$ cat src/rtl/uart_rx_if.sv
// uart_rx_if: serial input, edge-detector pulse and consumer read port of the receive controller.
interface uart_rx_if #(parameter int DATA_BITS = 8);
   logic                 serial_in;
   logic                 start_bit_detected;
   logic                 data_read;
   logic [DATA_BITS-1:0] rx_data;
   logic                 data_ready;
   logic                 parity_error;
   logic                 framing_error;
   logic                 overrun_error;
   logic                 busy;
   modport master (
      output serial_in, start_bit_detected, data_read,
      input  rx_data, data_ready, parity_error, framing_error, overrun_error, busy
   );
   modport slave (
      input  serial_in, start_bit_detected, data_read,
      output rx_data, data_ready, parity_error, framing_error, overrun_error, busy
   );
endinterface

$ cat src/rtl/uart_rx_ctrl.sv
// uart_rx_ctrl: parametrised UART frame receiver with bit timer, shift register,
// parity/stop checking and a single-entry receive buffer with overrun detection.
module uart_rx_ctrl #(
   parameter int DATA_BITS    = 8,
   parameter int CLKS_PER_BIT = 10,
   parameter int STOP_BITS    = 1,
   parameter int PARITY_EN    = 0,
   parameter int PARITY_ODD   = 0
) (
   input logic      clk,
   input logic      rst,
   uart_rx_if.slave bus
);
   localparam int TW = $clog2(CLKS_PER_BIT);
   localparam logic [TW-1:0] T_HALF = TW'(CLKS_PER_BIT / 2 - 1);
   localparam logic [TW-1:0] T_LAST = TW'(CLKS_PER_BIT - 1);
   localparam logic [3:0] LAST_DATA = 4'(DATA_BITS - 1);
   localparam logic [3:0] LAST_STOP = 4'(STOP_BITS - 1);
   typedef enum logic [2:0] {IDLE, START, DATA, PARITY, STOP, LOAD} state_t;
   state_t               state;
   logic [TW-1:0]        timer;
   logic [3:0]           cnt;
   logic [DATA_BITS-1:0] sr;
   logic                 pfail;
   logic                 sfail;
   logic [DATA_BITS-1:0] rx_data;
   logic                 data_ready;
   logic                 parity_error;
   logic                 framing_error;
   logic                 overrun_error;
   logic                 tick;
   assign tick              = timer == T_LAST;
   assign bus.rx_data       = rx_data;
   assign bus.data_ready    = data_ready;
   assign bus.parity_error  = parity_error;
   assign bus.framing_error = framing_error;
   assign bus.overrun_error = overrun_error;
   assign bus.busy          = state != IDLE;
   always_ff @(posedge clk or posedge rst) begin
      if (rst) begin
         state         <= IDLE;
         timer         <= '0;
         cnt           <= '0;
         sr            <= '0;
         pfail         <= 1'b0;
         sfail         <= 1'b0;
         rx_data       <= '0;
         data_ready    <= 1'b0;
         parity_error  <= 1'b0;
         framing_error <= 1'b0;
         overrun_error <= 1'b0;
      end else begin
         // a read in LOAD is folded into the buffer update below
         if (bus.data_read && state != LOAD) begin
            data_ready    <= 1'b0;
            overrun_error <= 1'b0;
         end
         timer <= timer + 1'b1;
         case (state)
            IDLE: begin
               timer <= '0;
               cnt   <= '0;
               if (bus.start_bit_detected) begin
                  state <= START;
                  pfail <= 1'b0;
                  sfail <= 1'b0;
               end
            end
            START: if (timer == T_HALF) begin
               timer <= '0;
               cnt   <= '0;
               state <= bus.serial_in ? IDLE : DATA;
            end
            DATA: if (tick) begin
               timer <= '0;
               sr    <= {bus.serial_in, sr[DATA_BITS-1:1]};
               cnt   <= cnt == LAST_DATA ? '0 : cnt + 1'b1;
               if (cnt == LAST_DATA) state <= PARITY_EN != 0 ? PARITY : STOP;
            end
            PARITY: if (tick) begin
               timer <= '0;
               cnt   <= '0;
               state <= STOP;
               if (bus.serial_in != (PARITY_ODD != 0 ? ~^sr : ^sr)) pfail <= 1'b1;
            end
            STOP: if (tick) begin
               timer <= '0;
               cnt   <= cnt == LAST_STOP ? '0 : cnt + 1'b1;
               if (!bus.serial_in) sfail <= 1'b1;
               if (cnt == LAST_STOP) state <= LOAD;
            end
            LOAD: begin
               timer         <= '0;
               cnt           <= '0;
               state         <= IDLE;
               framing_error <= sfail;
               parity_error  <= pfail;
               if (!sfail) begin
                  rx_data    <= sr;
                  data_ready <= 1'b1;
                  if (bus.data_read) overrun_error <= 1'b0;
                  else if (data_ready) overrun_error <= 1'b1;
               end
            end
            default: state <= IDLE;
         endcase
      end
   end
endmodule

$ cat src/flat_wrapper.sv
// flat-port wrapper written by rule: the top's interface ports become plain ports
module uart_rx_ctrl_flat 
#(
   parameter int DATA_BITS    = 8,
   parameter int CLKS_PER_BIT = 10,
   parameter int STOP_BITS    = 1,
   parameter int PARITY_EN    = 0,
   parameter int PARITY_ODD   = 0
)
  (clk, rst, bus_serial_in, bus_start_bit_detected, bus_data_read, bus_rx_data, bus_data_ready, bus_parity_error, bus_framing_error, bus_overrun_error, bus_busy);
  uart_rx_if #(.DATA_BITS(DATA_BITS)) bus_i ();
  input logic clk;
  input logic rst;
  input wire logic [$bits(bus_i.serial_in)-1:0] bus_serial_in;
  input wire logic [$bits(bus_i.start_bit_detected)-1:0] bus_start_bit_detected;
  input wire logic [$bits(bus_i.data_read)-1:0] bus_data_read;
  output wire logic [$bits(bus_i.rx_data)-1:0] bus_rx_data;
  output wire logic [$bits(bus_i.data_ready)-1:0] bus_data_ready;
  output wire logic [$bits(bus_i.parity_error)-1:0] bus_parity_error;
  output wire logic [$bits(bus_i.framing_error)-1:0] bus_framing_error;
  output wire logic [$bits(bus_i.overrun_error)-1:0] bus_overrun_error;
  output wire logic [$bits(bus_i.busy)-1:0] bus_busy;
  assign bus_i.serial_in = bus_serial_in;
  assign bus_i.start_bit_detected = bus_start_bit_detected;
  assign bus_i.data_read = bus_data_read;
  assign bus_rx_data = bus_i.rx_data;
  assign bus_data_ready = bus_i.data_ready;
  assign bus_parity_error = bus_i.parity_error;
  assign bus_framing_error = bus_i.framing_error;
  assign bus_overrun_error = bus_i.overrun_error;
  assign bus_busy = bus_i.busy;
  uart_rx_ctrl #(.DATA_BITS(DATA_BITS), .CLKS_PER_BIT(CLKS_PER_BIT), .STOP_BITS(STOP_BITS), .PARITY_EN(PARITY_EN), .PARITY_ODD(PARITY_ODD)) u_core (.clk(clk), .rst(rst), .bus(bus_i));
endmodule
$ cat config.mk
export PLATFORM = sky130hd
export DESIGN_NAME = uart_rx_ctrl_flat
export DESIGN_NICKNAME = d
export VERILOG_FILES = /design/src/rtl/uart_rx_if.sv /design/src/rtl/uart_rx_ctrl.sv /design/src/flat_wrapper.sv
export SDC_FILE = /design/constraint.sdc
export NUM_CORES = 1
export LEC_CHECK = 0
export CORE_UTILIZATION = 50
export CTS_BUF_LIST = sky130_fd_sc_hd__clkbuf_8
export DETAILED_ROUTE_END_ITERATION = 7
export PLACE_DENSITY = 0.76
export REMOVE_ABC_BUFFERS = 1
export SYNTH_ARGS = -nofsm -noshare
export SYNTH_HDL_FRONTEND = slang
export SYNTH_SLANG_ARGS = --single-unit
export TNS_END_PERCENT = 50
$ cat constraint.sdc
create_clock -name clk -period 1.6 [get_ports clk]
set_input_delay 0.32 -clock clk [delete_from_list [all_inputs] [get_ports clk]]
set_output_delay 0.32 -clock clk [all_outputs]
set_load 0.01 [all_outputs]
==> impl_metrics.ini <==
[run_status]
run_status = complete, but fails checks
violations = negative setup slack

[cells_and_area]
drive_above_1_share = 0.383
fillers = 218
n_antenna_cell = 0
layoutNonFillerInstCount = 224
seq_area_um2 = 826
multiInputGateArea_um2 = 812
post-route-util = 0.694
nNetsFinal = 189
layout_common_cells = 33 x dfrtp_1, 22 x buf_4, 18 x mux2_2
area.growth.synth_to_final_pct = 29.8
final_common_cell = dfrtp_1

[timing]
finalClockSkew_ns = 0.00752
tightest_slew_ns = 0.417
layout_setup_ws_ns = -0.0308
finalCritPeriodShare = 1.02
min_period_ns = 1.63
grt_setup_unrepaired = yes
drv_slew = 0
relSlewSlack = 0.722
hold_violations = 0
max_freq_mhz = 613
setup-tns-final_ns = -0.0574
setup-violations-final = 2

[logic_synthesis]
synth_xor_area_frac = 0.0532
async_flop_share = 1.00
synth_seq_cells = 33
ys_seq_area_frac = 0.502
synth_cell_type_count = 36
synth_compound_area_frac = 0.0951
synth-adder-area-share = 0.0380
synth_flop_cell = dfrtp_1
yosys_warnings = 0
synth_area_per_cell_um2 = 12.0
synth_edf_count = 0
synth_mux_area_frac = 0.148
syn_area_um2 = 1650
synth_top_family_by_area = multiplexers
netlist_instances = 137
synth-simple-area-share = 0.126

[cts]
clk_pin_slew_worst_paths_ns = 0.07
cts-root-buf = clkbuf_8
cts_buffers = 5
cts_tree = built
cts.path.max_buffers = 2
h-tree-depth = 2
worstSkewPairLatency_ns = 0.28
cts.sinks = 33

[place]
place_congestion = 0.811
numPortBuffers = 17
dp_hpwl_um = 2130
placed_cells = 211

[die]
io_pins = 18
num_rows = 20
die_x_um = 59.4
die_area_um2 = 3520
die_h_um = 59.4
core_area_um2 = 3080
start_util = 0.535

[global_routing]
grt_pass1_wl_um = 5110
grt_max_degree = 34
busiest_layer = met2
antenna_found_initial = 0
gr-usage-met1 = 0.247
track_usage = 0.200
use_met3 = 0.0480
grt-ovfl-total = 0
grtUsageMet2 = 0.324
grt_pass1_vias = 1178

[setup_path]
r2r_slack_ns = -0.03
critPathMaxFanout = 3
worstSetupStartpointType = register
required_ns = 1.77
cp-end-kind = register
critical_path_class = register to register
cp_cell_sequence = inv_2 -> ha_4 -> nor2b_4 -> a32oi_2 -> o21ai_2 -> o2111a_2 -> mux2_4
slowest_delay_ns = 0.41
crit_family = compound AO/OA/AOI/OAI gates
critPathArrivalTime_ns = 1.80
critPathSlowestCell = dfrtp_1
crit_buf_inv = 1

[power_and_ir_drop]
clkPwrFrac = 0.207
powerDensity_nw_per_um2 = 1330
switching_power_mw = 0.951
p_seq_frac = 0.358
leakagePower_nw = 1.03
p_sw_frac = 0.336
peakVddDrop_mv = 0.867
p_int_mw = 1.88
p_comb_frac = 0.435

[drt]
drt_iter0_markers = 18
drc_errors = 0
drt-pass1-iter-count = 4
viasPerCell = 5.26
vias = 1179
wl_per_cell_um = 14.1
routed_wl_um = 3160
antenna_left = 0

[min_path]
worstHoldPathType = primary input to async pin

[flow_run]
cap_violations = 0
==> worst reg2reg max path: cells and delay by family (launching register included) <==
family	cells	cell delay [ns]
flip-flops	1	0.41
multiplexers	1	0.30
adder cells (fa/ha/maj)	1	0.11
AO/OA/AOI/OAI	3	0.48
buffers and inverters	1	0.09
AND/OR/NAND/NOR	1	0.14
==> worst paths after layout <==
path,from,endpoint,cells after the start
max,u_core.cnt[0],u_core.state[1],7
min,rst,u_core.bus.data_ready,3
max reg2reg,u_core.cnt[0],u_core.state[1],7
min reg2reg,u_core.bus.rx_data[2],u_core.bus.rx_data[2],1
max in group asynchronous,rst,u_core.cnt[2],3
min in group clk,u_core.bus.rx_data[2],u_core.bus.rx_data[2],1
==> sequential cells by signal, indices dropped and copies added (netlist names) <==
signal                    count
u_core.state                  3
u_core.bus.parity_error       1
u_core.pfail                  1
u_core.sfail                  1
u_core.sr                     8
u_core.timer                  4
u_core.bus.data_ready         1
u_core.bus.overrun_error      1
u_core.cnt                    4
u_core.bus.framing_error      1
u_core.bus.rx_data            8
==> cells in the mapped netlist (all sizes together), types with 2 or more instances <==
master / number / share of area
nand3b: 4 / 0.026
o21ai: 7 / 0.021
xor2: 2 / 0.011
inv: 8 / 0.018
a21oi: 5 / 0.017
nor2: 9 / 0.025
buf: 4 / 0.020
nor2b: 3 / 0.011
ha: 5 / 0.038
nand2b: 2 / 0.0091
a21o: 2 / 0.0091
dfrtp: 33 / 0.50
mux2: 20 / 0.14
nand3: 4 / 0.012
xnor2: 8 / 0.043
nand2: 8 / 0.018
==> timing repair <==
item,CTS,global route
buffers inserted,0,5
resized for setup,16,5
setup endpoints to repair,7,15
pin swaps,4,6
hold buffers,0,0
==> through the flow <==
stage	power [mW]	setup WS [ns]	hold WS, ns	cell area, µm²
detailed placement	2.10	-0.122	0.496	1970
floorplan	1.65	-0.0408	0.405	1610
global placement	2.04	-0.0382	0.490	1970
finish	2.83	-0.0308	0.438	2140
global route	2.99	-0.103	0.492	2140
CTS	2.73	-0.0475	0.447	2080
==> layout make-up <==
cell class | count | share of cell area
Timing Repair Buffer | 39 | 0.155
Clock inverter | 3 | 0.00644
Inverter | 8 | 0.0141
Clock buffer | 5 | 0.0322
Multi-Input combinational cell | 92 | 0.380
Tap cell | 44 | 0.0258
Sequential cell | 33 | 0.387
==> cell families after synthesis <==
kind of cell | after synthesis
simple gates | 34
xor+xnor | 10
compound gates | 22
mux | 21
flops | 33
buf+inv | 12
fa+ha+maj | 5
==> power by group through the flow <==
stage	clock network [mW]	registers, mW	logic, mW
floorplan	0	1.08	0.575
global placement	0	1.01	1.03
detailed placement	0	1.02	1.08
CTS	0.599	1.01	1.12
global route	0.634	1.03	1.33
finish	0.585	1.02	1.23
==> routing by layer <==
| metal | wire, µm | share of wire | vias to the layer above |
|---|---|---|---|
| li1 | - | - | 556 |
| met1 | 1430 | 0.45 | 582 |
| met2 | 1520 | 0.48 | 29 |
| met3 | 126 | 0.040 | 12 |
| met4 | 87 | 0.027 | 0 |
| met5 | 0 | 0 | - |
Note: power is estimated with default switching activity, not from simulation.
